`config.mk`:
```
export PLATFORM = sky130hd
export DESIGN_NAME = alu_issue_stage
export DESIGN_NICKNAME = d
export VERILOG_FILES = /design/src/rtl/alu_issue_stage.sv
export SDC_FILE = /design/constraint.sdc
export NUM_CORES = 1
export LEC_CHECK = 0
export CAP_MARGIN = 20
export CORE_MARGIN = 1.5
export CORE_UTILIZATION = 35
export CTS_CLUSTER_SIZE = 20
export DETAILED_ROUTE_END_ITERATION = 10
export GPL_ROUTABILITY_DRIVEN = 1
export SLEW_MARGIN = 20
export SYNTH_ARGS = -nofsm -noshare
export SYNTH_HDL_FRONTEND = slang
export SYNTH_SLANG_ARGS = --single-unit
```
`constraint.sdc`:
```
create_clock -name clk_i -period 5.1 [get_ports clk_i]
set_clock_uncertainty 0.1 [all_clocks]
set_input_delay 0.51 -clock clk_i [delete_from_list [all_inputs] [get_ports clk_i]]
set_output_delay 0.51 -clock clk_i [all_outputs]
set_load 0.02 [all_outputs]
```
`src/rtl/alu_issue_stage.sv`:
```
// RV64I integer-computational decode/issue stage feeding the 64-bit ALU.
// Two-entry output queue (output register + skid register) keeps full throughput under backpressure.
module alu_issue_stage #(
  parameter int DATA_WIDTH = 64
) (
  input  logic                  clk_i,
  input  logic                  rst_n_i,
  input  logic                  flush_i,
  input  logic                  in_valid_i,
  output logic                  in_ready_o,
  input  logic [31:0]           instr_i,
  input  logic [DATA_WIDTH-1:0] pc_i,
  input  logic [DATA_WIDTH-1:0] rs1_val_i,
  input  logic [DATA_WIDTH-1:0] rs2_val_i,
  output logic                  out_valid_o,
  input  logic                  out_ready_i,
  output logic [DATA_WIDTH-1:0] alu_a_o,
  output logic [DATA_WIDTH-1:0] alu_b_o,
  output logic [3:0]            alu_op_o,
  output logic [4:0]            rd_o,
  output logic                  illegal_o
);

  localparam logic [3:0] OP_ADD  = 4'd0,  OP_SUB  = 4'd1,  OP_OR   = 4'd2,  OP_AND  = 4'd3;
  localparam logic [3:0] OP_XOR  = 4'd4,  OP_SLL  = 4'd5,  OP_SRL  = 4'd6,  OP_SRA  = 4'd7;
  localparam logic [3:0] OP_SLT  = 4'd8,  OP_SLTU = 4'd9,  OP_COPYB = 4'd10;
  localparam logic [3:0] OP_ADDW = 4'd11, OP_SUBW = 4'd12, OP_SLLW = 4'd13;
  localparam logic [3:0] OP_SRLW = 4'd14, OP_SRAW = 4'd15;

  typedef struct packed {
    logic [DATA_WIDTH-1:0] a;
    logic [DATA_WIDTH-1:0] b;
    logic [3:0]            op;
    logic [4:0]            rd;
    logic                  ill;
  } entry_t;

  function automatic logic [3:0] base_op(input logic [2:0] f3, input logic alt);
    case (f3)
      3'b000:  return alt ? OP_SUB : OP_ADD;
      3'b001:  return OP_SLL;
      3'b010:  return OP_SLT;
      3'b011:  return OP_SLTU;
      3'b100:  return OP_XOR;
      3'b101:  return alt ? OP_SRA : OP_SRL;
      3'b110:  return OP_OR;
      default: return OP_AND;
    endcase
  endfunction

  logic [6:0]            opcode;
  logic [2:0]            f3;
  logic [6:0]            f7;
  logic [DATA_WIDTH-1:0] i_imm, u_imm, shamt6, shamt5;
  logic                  f7_ok;
  logic                  legal;
  entry_t                dec;

  assign opcode = instr_i[6:0];
  assign f3     = instr_i[14:12];
  assign f7     = instr_i[31:25];
  assign i_imm  = {{(DATA_WIDTH-12){instr_i[31]}}, instr_i[31:20]};
  assign u_imm  = {{(DATA_WIDTH-32){instr_i[31]}}, instr_i[31:12], 12'b0};
  assign shamt6 = {{(DATA_WIDTH-6){1'b0}}, instr_i[25:20]};
  assign shamt5 = {{(DATA_WIDTH-5){1'b0}}, instr_i[24:20]};
  // Register-register forms allow the alternate funct7 only for SUB and SRA variants.
  assign f7_ok  = (f7 == 7'b0000000) ||
                  ((f7 == 7'b0100000) && ((f3 == 3'b000) || (f3 == 3'b101)));

  always_comb begin
    dec     = '0;
    dec.rd  = instr_i[11:7];
    dec.op  = OP_ADD;
    legal   = 1'b0;
    case (opcode)
      7'b0110011: begin
        dec.a  = rs1_val_i;
        dec.b  = rs2_val_i;
        dec.op = base_op(f3, f7[5]);
        legal  = f7_ok;
      end
      7'b0010011: begin
        dec.a = rs1_val_i;
        if (f3 == 3'b001) begin
          dec.b  = shamt6;
          dec.op = OP_SLL;
          legal  = (instr_i[31:26] == 6'b000000);
        end else if (f3 == 3'b101) begin
          dec.b  = shamt6;
          dec.op = base_op(f3, instr_i[30]);
          legal  = (instr_i[31:26] == 6'b000000) || (instr_i[31:26] == 6'b010000);
        end else begin
          dec.b  = i_imm;
          dec.op = base_op(f3, 1'b0);
          legal  = 1'b1;
        end
      end
      7'b0111011: begin
        dec.a = rs1_val_i;
        dec.b = rs2_val_i;
        case (f3)
          3'b000: begin dec.op = f7[5] ? OP_SUBW : OP_ADDW; legal = f7_ok; end
          3'b001: begin dec.op = OP_SLLW; legal = (f7 == 7'b0000000); end
          3'b101: begin dec.op = f7[5] ? OP_SRAW : OP_SRLW; legal = f7_ok; end
          default: legal = 1'b0;
        endcase
      end
      7'b0011011: begin
        dec.a = rs1_val_i;
        case (f3)
          3'b000: begin dec.b = i_imm; dec.op = OP_ADDW; legal = 1'b1; end
          3'b001: begin dec.b = shamt5; dec.op = OP_SLLW; legal = (f7 == 7'b0000000); end
          3'b101: begin
            dec.b  = shamt5;
            dec.op = f7[5] ? OP_SRAW : OP_SRLW;
            legal  = (f7 == 7'b0000000) || (f7 == 7'b0100000);
          end
          default: legal = 1'b0;
        endcase
      end
      7'b0110111: begin dec.b = u_imm; dec.op = OP_COPYB; legal = 1'b1; end
      7'b0010111: begin dec.a = pc_i; dec.b = u_imm; dec.op = OP_ADD; legal = 1'b1; end
      default: legal = 1'b0;
    endcase
    if (!legal) begin
      dec.a   = '0;
      dec.b   = '0;
      dec.op  = OP_ADD;
      dec.ill = 1'b1;
    end
  end

  entry_t out_q, out_n, skid_q, skid_n;
  logic   out_v, out_v_n, skid_v, skid_v_n, rdy_q, rdy_n;
  logic   accept, slot_free;

  assign accept    = in_valid_i & rdy_q;
  assign slot_free = ~out_v | out_ready_i;

  always_comb begin
    out_n    = out_q;
    skid_n   = skid_q;
    out_v_n  = out_v;
    skid_v_n = skid_v;
    if (flush_i) begin
      out_v_n  = 1'b0;
      skid_v_n = 1'b0;
    end else if (slot_free) begin
      if (skid_v) begin
        out_n    = skid_q;
        out_v_n  = 1'b1;
        skid_v_n = 1'b0;
      end else if (accept) begin
        out_n   = dec;
        out_v_n = 1'b1;
      end else begin
        out_v_n = 1'b0;
      end
    end else if (accept) begin
      skid_n   = dec;
      skid_v_n = 1'b1;
    end
    rdy_n = ~skid_v_n;
  end

  always_ff @(posedge clk_i or negedge rst_n_i) begin
    if (!rst_n_i) begin
      out_q  <= '0;
      skid_q <= '0;
      out_v  <= 1'b0;
      skid_v <= 1'b0;
      rdy_q  <= 1'b1;
    end else begin
      out_q  <= out_n;
      skid_q <= skid_n;
      out_v  <= out_v_n;
      skid_v <= skid_v_n;
      rdy_q  <= rdy_n;
    end
  end

  assign in_ready_o  = rdy_q;
  assign out_valid_o = out_v;
  assign alu_a_o     = out_q.a;
  assign alu_b_o     = out_q.b;
  assign alu_op_o    = out_q.op;
  assign rd_o        = out_q.rd;
  assign illegal_o   = out_q.ill;

endmodule

```
==> impl_metrics.ini, run 1 <==
[grt]
grt_pass1_vias = 11900
overflow = 0
grt_max_degree = 116
gr-usage-all-layers_pct = 22.2
antenna_found_initial = 3
grt_pass1_wl_microns = 68200

[floorplanning]
ioPinCount = 369
die_w_microns = 197
core_sq_mm = 0.0369
dieArea_sq_mm = 0.0388
start_util_pct = 35.8
rows = 70
die_y_microns = 197

[pwr]
clockPowerShare_pct = 42.7
powerDensity_mw_per_mm2 = 322
pwr-share-seq_pct = 41.0
p_sw_mw = 1.54
p_int_mw = 4.37
power_mw = 5.91
p_sw_share_pct = 26.1
combPwrFrac_pct = 16.2
p_leak_nw = 7.47
ir_drop_uv = 205

[timing]
hold_viol = 12
setup_viol = 0
hold_slack_ps = -27.2
post-route-min-period_ps = 3310
slew_viol_final = 0
fmax_ghz = 0.302
slew-limit-headroom_pct = 27.8
worst_pin_slew_ps = 1080
rsz0062_at_grt = no
fin_crit_sh_pct = 64.9
final.setup.tns_ps = 0

[synthesis]
synth_top_area_share_pct = 52.8
async_reset_ff_share_pct = 100
synth.most_common_cell = dfrtp_1
seq_area_frac_synth_pct = 53.0
ys.flop_type = dfrtp_1
synth_seq_cells = 279
netlist_area_sq_mm = 0.0132
synth_fp_nets = 1586
syn_inst = 1357
netlist_top_cells_area = dfrtp_1, a21oi_1, o31ai_1
synth_top_cell_by_area = dfrtp_1
synth-edff-count = 0
syn_area_per_cell_sq_um = 9.71
yosys-top-cells-count = dfrtp_1, a21oi_1, nand2_1
ys_types = 40
yosys_warnings = 0

[layout]
syn_to_final_growth_pct = 39.0
stdcell_area_sq_mm = 0.0183
final_util_pct = 49.7
drive_gt1_share_pct = 7.77
fin_nets = 1868

[clock_network]
cts_hold_buf = 0
cts_tree = done
post-cts-setup-buffers = 0
clock-root-buffer = clkbuf_16
ctsResizeCount = 0
clock_path_buffers = 3
cts.sinks = 279
cts_buffers = 34
insertion_delay_ps = 510
clk_pin_slew_ps = 50
htree_num_levels = 2

[drt]
routedWlPerCell_microns = 20.1
drc = 0
highest_layer = met4
wl_met2_microns = 20100
drtAntennaViolNets = 0
vias_per_cell = 5.44
drt-met1-wl_microns = 19700
first_pass_iters = 5
first_iter_violations = 751
route.met3.wl_microns = 3030
num_vias = 11800
wirelength_microns = 43600

[critical_path]
critPathMaxFanout = 57
worstPathArrival_ps = 3640
critPathKind = in2reg
cp_data_required_time_ps = 5430
setup.worst_path.start_class = primary input
crit_path_end_kind = register

[outcome]
violations = hold timing
status = complete, but fails checks

[placed_design]
placed_area_sq_mm = 0.0172
portBuffers = 368
routabilityCongestion = 0.776
dp_hpwl_microns = 26900

[run]
drv_cap = 0

[min_path]
hold_class = in2async
==> logic make-up after synthesis <==
logic type                Yosys count  share of synthesized area, %
buffers and inverters             144                          4.39
xor gates and xnor gates            2                         0.133
DFF                               279                          53.0
AOI/OAI and AO/OA                 485                          23.8
muxes                              47                          3.95
and+or+nand+nor                   400                          14.8
==> through the flow <==
step                worst slack, ps  instances  hold slack [ps]
finish                         1790       2168            -27.2
global route                   1550       2167             46.5
CTS                            1780       2165             7.22
detailed placement             1250       2107              359
global placement               1310       2107              351
floorplan                      2630       1357              114
==> worst paths after layout <==
kind                             from           to  slack (ps)  cells past startpoint
setup / recovery           instr_i[1]  alu_a_o[20]        1790                      8
max in group asynchronous     rst_n_i  alu_b_o[15]        3850                      2
hold reg to reg            skid_q[12]   skid_q[12]         370                      2
hold / removal                rst_n_i  alu_b_o[25]         -30                      1
setup reg to reg               skid_v      rd_o[0]        1950                      4
min in group clk_i         skid_q[12]   skid_q[12]         370                      2
==> registers in the layout, summed over array words and instances, names as in the netlist <==
signal / count
skid_q: 138
skid_v: 1
alu_a_o: 64
illegal_o: 1
alu_op_o: 4
alu_b_o: 64
rd_o: 5
out_valid_o: 1
in_ready_o: 1
==> worst max-delay path, cell delays in order <==
cell	delay [ps]
clkdlybuf4s50_1	460
nand4b_1	290
nor3b_2	580
nor2b_4	370
buf_4	610
a22oi_1	230
or3_1	360
a21oi_1	140
==> placed cells by master (no fill, tap or decap), types with 2 or more instances in the layout <==
cell type	n
clkdlybuf4s50_1	367
dfrtp_1	277
a21oi_1	223
nand2_1	143
o31ai_1	97
nor2_1	89
or3_1	86
a22oi_1	76
and3_1	48
mux2_2	40
clkbuf_16	37
a221o_1	34
o21ai_0	28
a221oi_1	18
buf_4	18
mux2i_1	7
nor2b_1	6
nand2b_1	5
clkbuf_1	5
clkinv_2	5
bufinv_16	4
diode_2	3
or4_1	3
clkbuf_8	3
clkinvlp_4	3
inv_1	2
nor4_1	2
nand4b_1	2
o31a_1	2
xor2_1	2
nor3_2	2
o21a_1	2
nor3_1	2
buf_12	2
==> routing by layer <==
layer | up-vias | global-route usage [%]
met4 | 0 | 6.22
met3 | 45 | 5.63
met2 | 379 | 34.3
met5 | - | 0
li1 | 5546 | -
met1 | 5822 | 30.7
==> layout make-up <==
cell class	count	area, sq um
clock buffer	45	986
fill	3405	18600
inverter	2	7.51
tap	504	631
antenna	3	7.51
sequential	279	6990
timing repair buffer	388	3860
clock inverter	13	176
multi-input combinational	934	5660
==> power groups by stage <==
stage | Combinational, mW | Clock [mW] | Sequential, mW
6_report | 0.958 | 2.52 | 2.42
5_1_grt | 1.03 | 2.68 | 2.44
4_1_cts | 0.970 | 2.59 | 2.43
3_5_place_dp | 0.967 | 0 | 2.46
3_3_place_gp | 0.968 | 0 | 2.46
2_1_floorplan | 0.237 | 0 | 2.60
Power figures use the tool's default switching activity.
==> run 2: changes to the inputs <==
==> constraint.sdc (replaced) <==
create_clock -name clk_i -period 3.15 [get_ports clk_i]
set_clock_uncertainty 0.1 [all_clocks]
set_input_delay 0.315 -clock clk_i [delete_from_list [all_inputs] [get_ports clk_i]]
set_output_delay 0.315 -clock clk_i [all_outputs]
set_load 0.02 [all_outputs]
==> run 2 against run 1 <==
Effect of this change:
- the flow now finishes without violations
- wire length is 2.8% lower
- count of clock-buffer cells in the layout did not move
- global-route usage shrank 0.85 points
- combinational power is 65% higher
- critical path depth did not move
- sequential share of layout area down 0.27 points
==> impl_metrics.ini, run 2 (synthesis gave the netlist of run 1 again) <==
[layout]
fillers = 3417
syn_to_final_growth_pct = 40.0
final_cell_mix = clkdlybuf4s50_1, dfrtp_1, a21oi_1, nand2_1, o31ai_1
antennaDiodeCount = 0
largest_reg_flops = 138
drive_gt1_share_pct = 8.36
final_common_cell = clkdlybuf4s50_1
regMostFlops = skid_q
fin_nets = 1885
instances_no_fill = 2179

[clock_network]
insertion_delay_ps = 570
clk_pin_slew_ps = 60
cts.sinks = 279
clock_path_buffers = 3
htree_num_levels = 1
cts_buffers = 31
cts_tree = done
clock-root-buffer = clkbuf_16

[run]
drv_cap = 0

[timing]
slew_viol_final = 0
fmax_ghz = 0.384
hold_viol = 0
final.setup.tns_ps = 0
worst_pin_slew_ps = 912
slew-limit-headroom_pct = 39.2
rsz0062_at_grt = no
setup_viol = 0
post-route-min-period_ps = 2610
fin_crit_sh_pct = 82.8
setup_slack_ps = 543

[critical_path]
critPathKind = in2reg
worstPathArrival_ps = 3000
crit_path_end_kind = register
setup.worst_path.start_class = primary input
cp_cell_sequence = clkdlybuf4s50_1 > nand4b_1 > or3_1 > a2111oi_2 > nor3_4 > buf_12 > or3_1 > a21oi_1
cp_data_required_time_ps = 3540
path_common_cell = or3_1
r2r_cells = 6
cp_slowest_cell = or3_1
critPathMaxFanout = 90
max_stage_delay_ps = 470

[grt]
grt_pass1_wl_microns = 66200
gr-usage-all-layers_pct = 21.3
antenna_found_initial = 3
overflow = 0
grt_pass1_vias = 11400
grt_max_degree = 96

[drt]
vias_per_cell = 5.44
first_pass_iters = 5
wirelength_microns = 42400
num_vias = 11900
drtAntennaViolNets = 0
first_iter_violations = 734
drc = 0
routedWlPerCell_microns = 19.5

[placed_design]
dp_hpwl_microns = 27200
portBuffers = 368
dp.cells = 2126
routabilityCongestion = 0.805
dp_slack_ps = 4.04

[floorplanning]
start_util_pct = 35.8
core_sq_mm = 0.0369
die_w_microns = 197
rows = 70
die_y_microns = 197
ioPinCount = 369
dieArea_sq_mm = 0.0388

[pwr]
power_mw = 9.16
p_leak_nw = 7.55
ir_drop_uv = 469
powerDensity_mw_per_mm2 = 496

[outcome]
status = completed

[min_path]
hold_class = in2async
## run 2: cell types whose count changed in the layout (fill, tap and decap cells not counted), sizes merged
| cell | previous run | this run |
|---|---|---|
| clkinv | 6 | 3 |
| inv | 2 | 3 |
| dlygate4sd3 | 0 | 1 |
| diode | 3 | 0 |
| clkinvlp | 3 | 0 |
| buf | 21 | 40 |
| bufinv | 4 | 3 |
## run 2: worst paths after layout
check / slack, ps / end / startpoint
min reg2reg: 370 / skid_q[19] / skid_q[19]
max: 540 / alu_a_o[13] / instr_i[4]
min: 250 / alu_b_o[22] / rst_n_i
max reg2reg: 800 / alu_a_o[30] / skid_v
min in group clk_i: 300 / skid_q[3] / instr_i[9]
max in group asynchronous: 1750 / alu_b_o[60] / rst_n_i
## run 2: cell type report
| class | instances | area (sq um) | area share [%] |
|---|---|---|---|
| clock buffer | 45 | 898 | 4.87 |
| clock inverter | 7 | 114 | 0.617 |
| tap | 504 | 631 | 3.42 |
| multi-input combinational | 934 | 5660 | 30.7 |
| sequential | 279 | 6990 | 37.9 |
| inverter | 2 | 7.51 | 0.0407 |
| timing repair buffer | 408 | 4150 | 22.5 |
## run 2: worst max-delay path, delay by kind of cell
kind                   cells  cell delay, ps
and+or+nand+nor            4            1350
buffers and inverters      2             670
AOI/OAI and AO/OA          2             550
## run 2: what timing repair did
item	4_1_cts	5_1_grt
buffers inserted	0	0
hold endpoints to repair	73	0
gates resized for setup	0	0
hold buffers	1	0
## run 2: stage by stage
| step | cell area, sq um | util (%) | hold WS, ps |
|---|---|---|---|
| floorplan | 13200 | - | -80.6 |
| finish | 18500 | 50.0 | 247 |
| CTS | 18500 | 50.0 | 267 |
| global placement | 17400 | 47.3 | 267 |
| global route | 18500 | 50.0 | 300 |
| detailed placement | 17400 | 47.3 | 266 |
## run 2: layer usage
layer  wire (microns)  global-route usage (%)
met1            18800                    30.2
met2            19600                    33.5
met3             3230                    4.68
met5               26                       0
met4              716                    4.33
## run 2: report_power, final
group          leakage [nW]  switching (mW)  total (mW)  internal (mW)
sequential             3.70           0.125        3.92           3.80
combinational          3.35           0.812        1.58          0.764
clock                 0.499            1.46        3.66           2.19
==> run 3: changes to the inputs <==
==> constraint.sdc (replaced) <==
create_clock -name clk_i -period 2.5 [get_ports clk_i]
set_clock_uncertainty 0.1 [all_clocks]
set_input_delay 0.25 -clock clk_i [delete_from_list [all_inputs] [get_ports clk_i]]
set_output_delay 0.25 -clock clk_i [all_outputs]
set_load 0.02 [all_outputs]
==> run 3 against run 2 <==
Effect of this change:
- non-clock buffer count up 115
- sequential share of layout area down 1.9 points
- global-route usage up 0.45 points
- clock power up 24%
- via count up 4.1%
- critical path depth up 1
- power up 26%
- critical path type unchanged
- highest routed layer unchanged
==> impl_metrics.ini, run 3 (synthesis gave the netlist of run 1 again) <==
[drt]
first_pass_iters = 5
routedWlPerCell_microns = 18.9
num_vias = 12300
first_iter_violations = 703
vias_per_cell = 5.38
drc = 0
drtAntennaViolNets = 0
wirelength_microns = 43400

[grt]
antenna_found_initial = 1
gr-usage-all-layers_pct = 21.7
grt_max_degree = 89
grt_pass1_wl_microns = 67800
overflow = 0
grt_pass1_vias = 12100

[pwr]
ir_drop_uv = 538
pwr-share-seq_pct = 42.9
powerDensity_mw_per_mm2 = 594
p_sw_mw = 3.07
power_mw = 11.5
combPwrFrac_pct = 17.8
p_leak_nw = 8.08
p_sw_share_pct = 26.6
p_int_mw = 8.47
clockPowerShare_pct = 39.3

[critical_path]
critPathLaunch = instr_i[26]
path_buf_inv = 3
cp_data_required_time_ps = 2890
reg2reg_slack_ps = 280
critPathKind = in2reg
crit_path_end_kind = register
max_stage_delay_ps = 560
r2r_start = skid_v
cp_slowest_cell = or4_1
crit_family = simple AND/OR/NAND/NOR gates
r2r_cells = 5
cp.depth = 9
cp_cell_sequence = clkdlybuf4s50_1 > or4_1 > o31a_1 > nor4_4 > nor3_4 > buf_4 > buf_12 > or3_1 > a21oi_1
setup.worst_path.start_class = primary input
critPathMaxFanout = 75
r2r_end = alu_b_o[1]
worstSetupEndpoint = alu_a_o[30]
worstPathArrival_ps = 2860

[floorplanning]
die_w_microns = 197
die_y_microns = 197
rows = 70
ioPinCount = 369
core_sq_mm = 0.0369
dieArea_sq_mm = 0.0388
start_util_pct = 35.8

[layout]
drive_gt1_share_pct = 14.5
regMostFlops = skid_q
final_cell_mix = clkdlybuf4s50_1, dfrtp_1, a21oi_1, nand2_1, buf_4
fin_nets = 2000
final_common_cell = clkdlybuf4s50_1
syn_to_final_growth_pct = 47.4
final_util_pct = 52.7
largest_reg_flops = 138

[clock_network]
clock_path_buffers = 3
cts.sinks = 279
htree_num_levels = 1
cts_tree = done
clk_pin_slew_ps = 60
cts_buffers = 31
clock-root-buffer = clkbuf_16
insertion_delay_ps = 570

[timing]
setup_slack_ps = 24.3
fin_crit_sh_pct = 99.0
hold_viol = 0
post-route-min-period_ps = 2480
worst_pin_slew_ps = 628
fmax_ghz = 0.404
hold_slack_ps = 94.9
setup_viol = 0
final.setup.tns_ps = 0
rsz0062_at_grt = yes
slew_viol_final = 0
slew-limit-headroom_pct = 58.1

[placed_design]
portBuffers = 368
dp_hpwl_microns = 28800
routabilityCongestion = 0.804
dp_slack_ps = -563

[min_path]
hold_class = in2async

[run]
drv_cap = 0

[outcome]
status = completed
run 3: area by class of cell:
type / instances / area, sq um
Sequential cell: 279 / 6990
Tap cell: 504 / 631
Multi-Input combinational cell: 934 / 5680
Clock inverter: 11 / 120
Timing Repair Buffer: 523 / 5110
Antenna cell: 1 / 2.50
Fill cell: 3355 / 17400
Inverter: 2 / 7.51
Clock buffer: 42 / 887
run 3: timing repair:
item                       CTS  global route
hold buffers                 1             0
setup endpoints to repair    0            49
buffers inserted             0             4
hold endpoints to repair   147             0
gates resized for setup      0             3
run 3: power groups by stage:
stage | Sequential (mW) | Combinational (mW) | Clock (mW)
after floorplan | 5.31 | 0.483 | 0
after global placement | 5.02 | 2.05 | 0
after detailed placement | 5.03 | 2.07 | 0
after CTS | 4.95 | 2.07 | 4.65
after global routing | 4.98 | 2.21 | 4.80
final | 4.95 | 2.05 | 4.54
run 3: worst min path at each step:
stage | from | end | slack, ps | depth (start not counted)
4_1_cts | rst_n_i | skid_q[48] | 120 | 2
3_3_place_gp | rst_n_i | alu_b_o[24] | 120 | 1
5_1_grt | rst_n_i | alu_b_o[24] | 130 | 2
2_1_floorplan | rst_n_i | alu_a_o[0] | -150 | 0
3_5_place_dp | rst_n_i | alu_b_o[24] | 120 | 1
6_report | rst_n_i | alu_b_o[24] | 90 | 2
run 3: stage by stage:
step           cells  instance area, sq um
5_1_grt         2295                 19400
3_3_place_gp    2237                 18400
3_5_place_dp    2237                 18400
6_report        2296                 19400
4_1_cts         2291                 19400
2_1_floorplan   1357                 13200
run 3: metal layers:
| metal | global-route usage, % | wire (microns) | vias to the layer above |
|---|---|---|---|
| li1 | - | - | 5815 |
| met1 | 30.5 | 19500 | 6064 |
| met2 | 34.2 | 20000 | 398 |
| met3 | 4.29 | 2830 | 62 |
| met4 | 6.19 | 1050 | 2 |
| met5 | 0 | 11 | - |
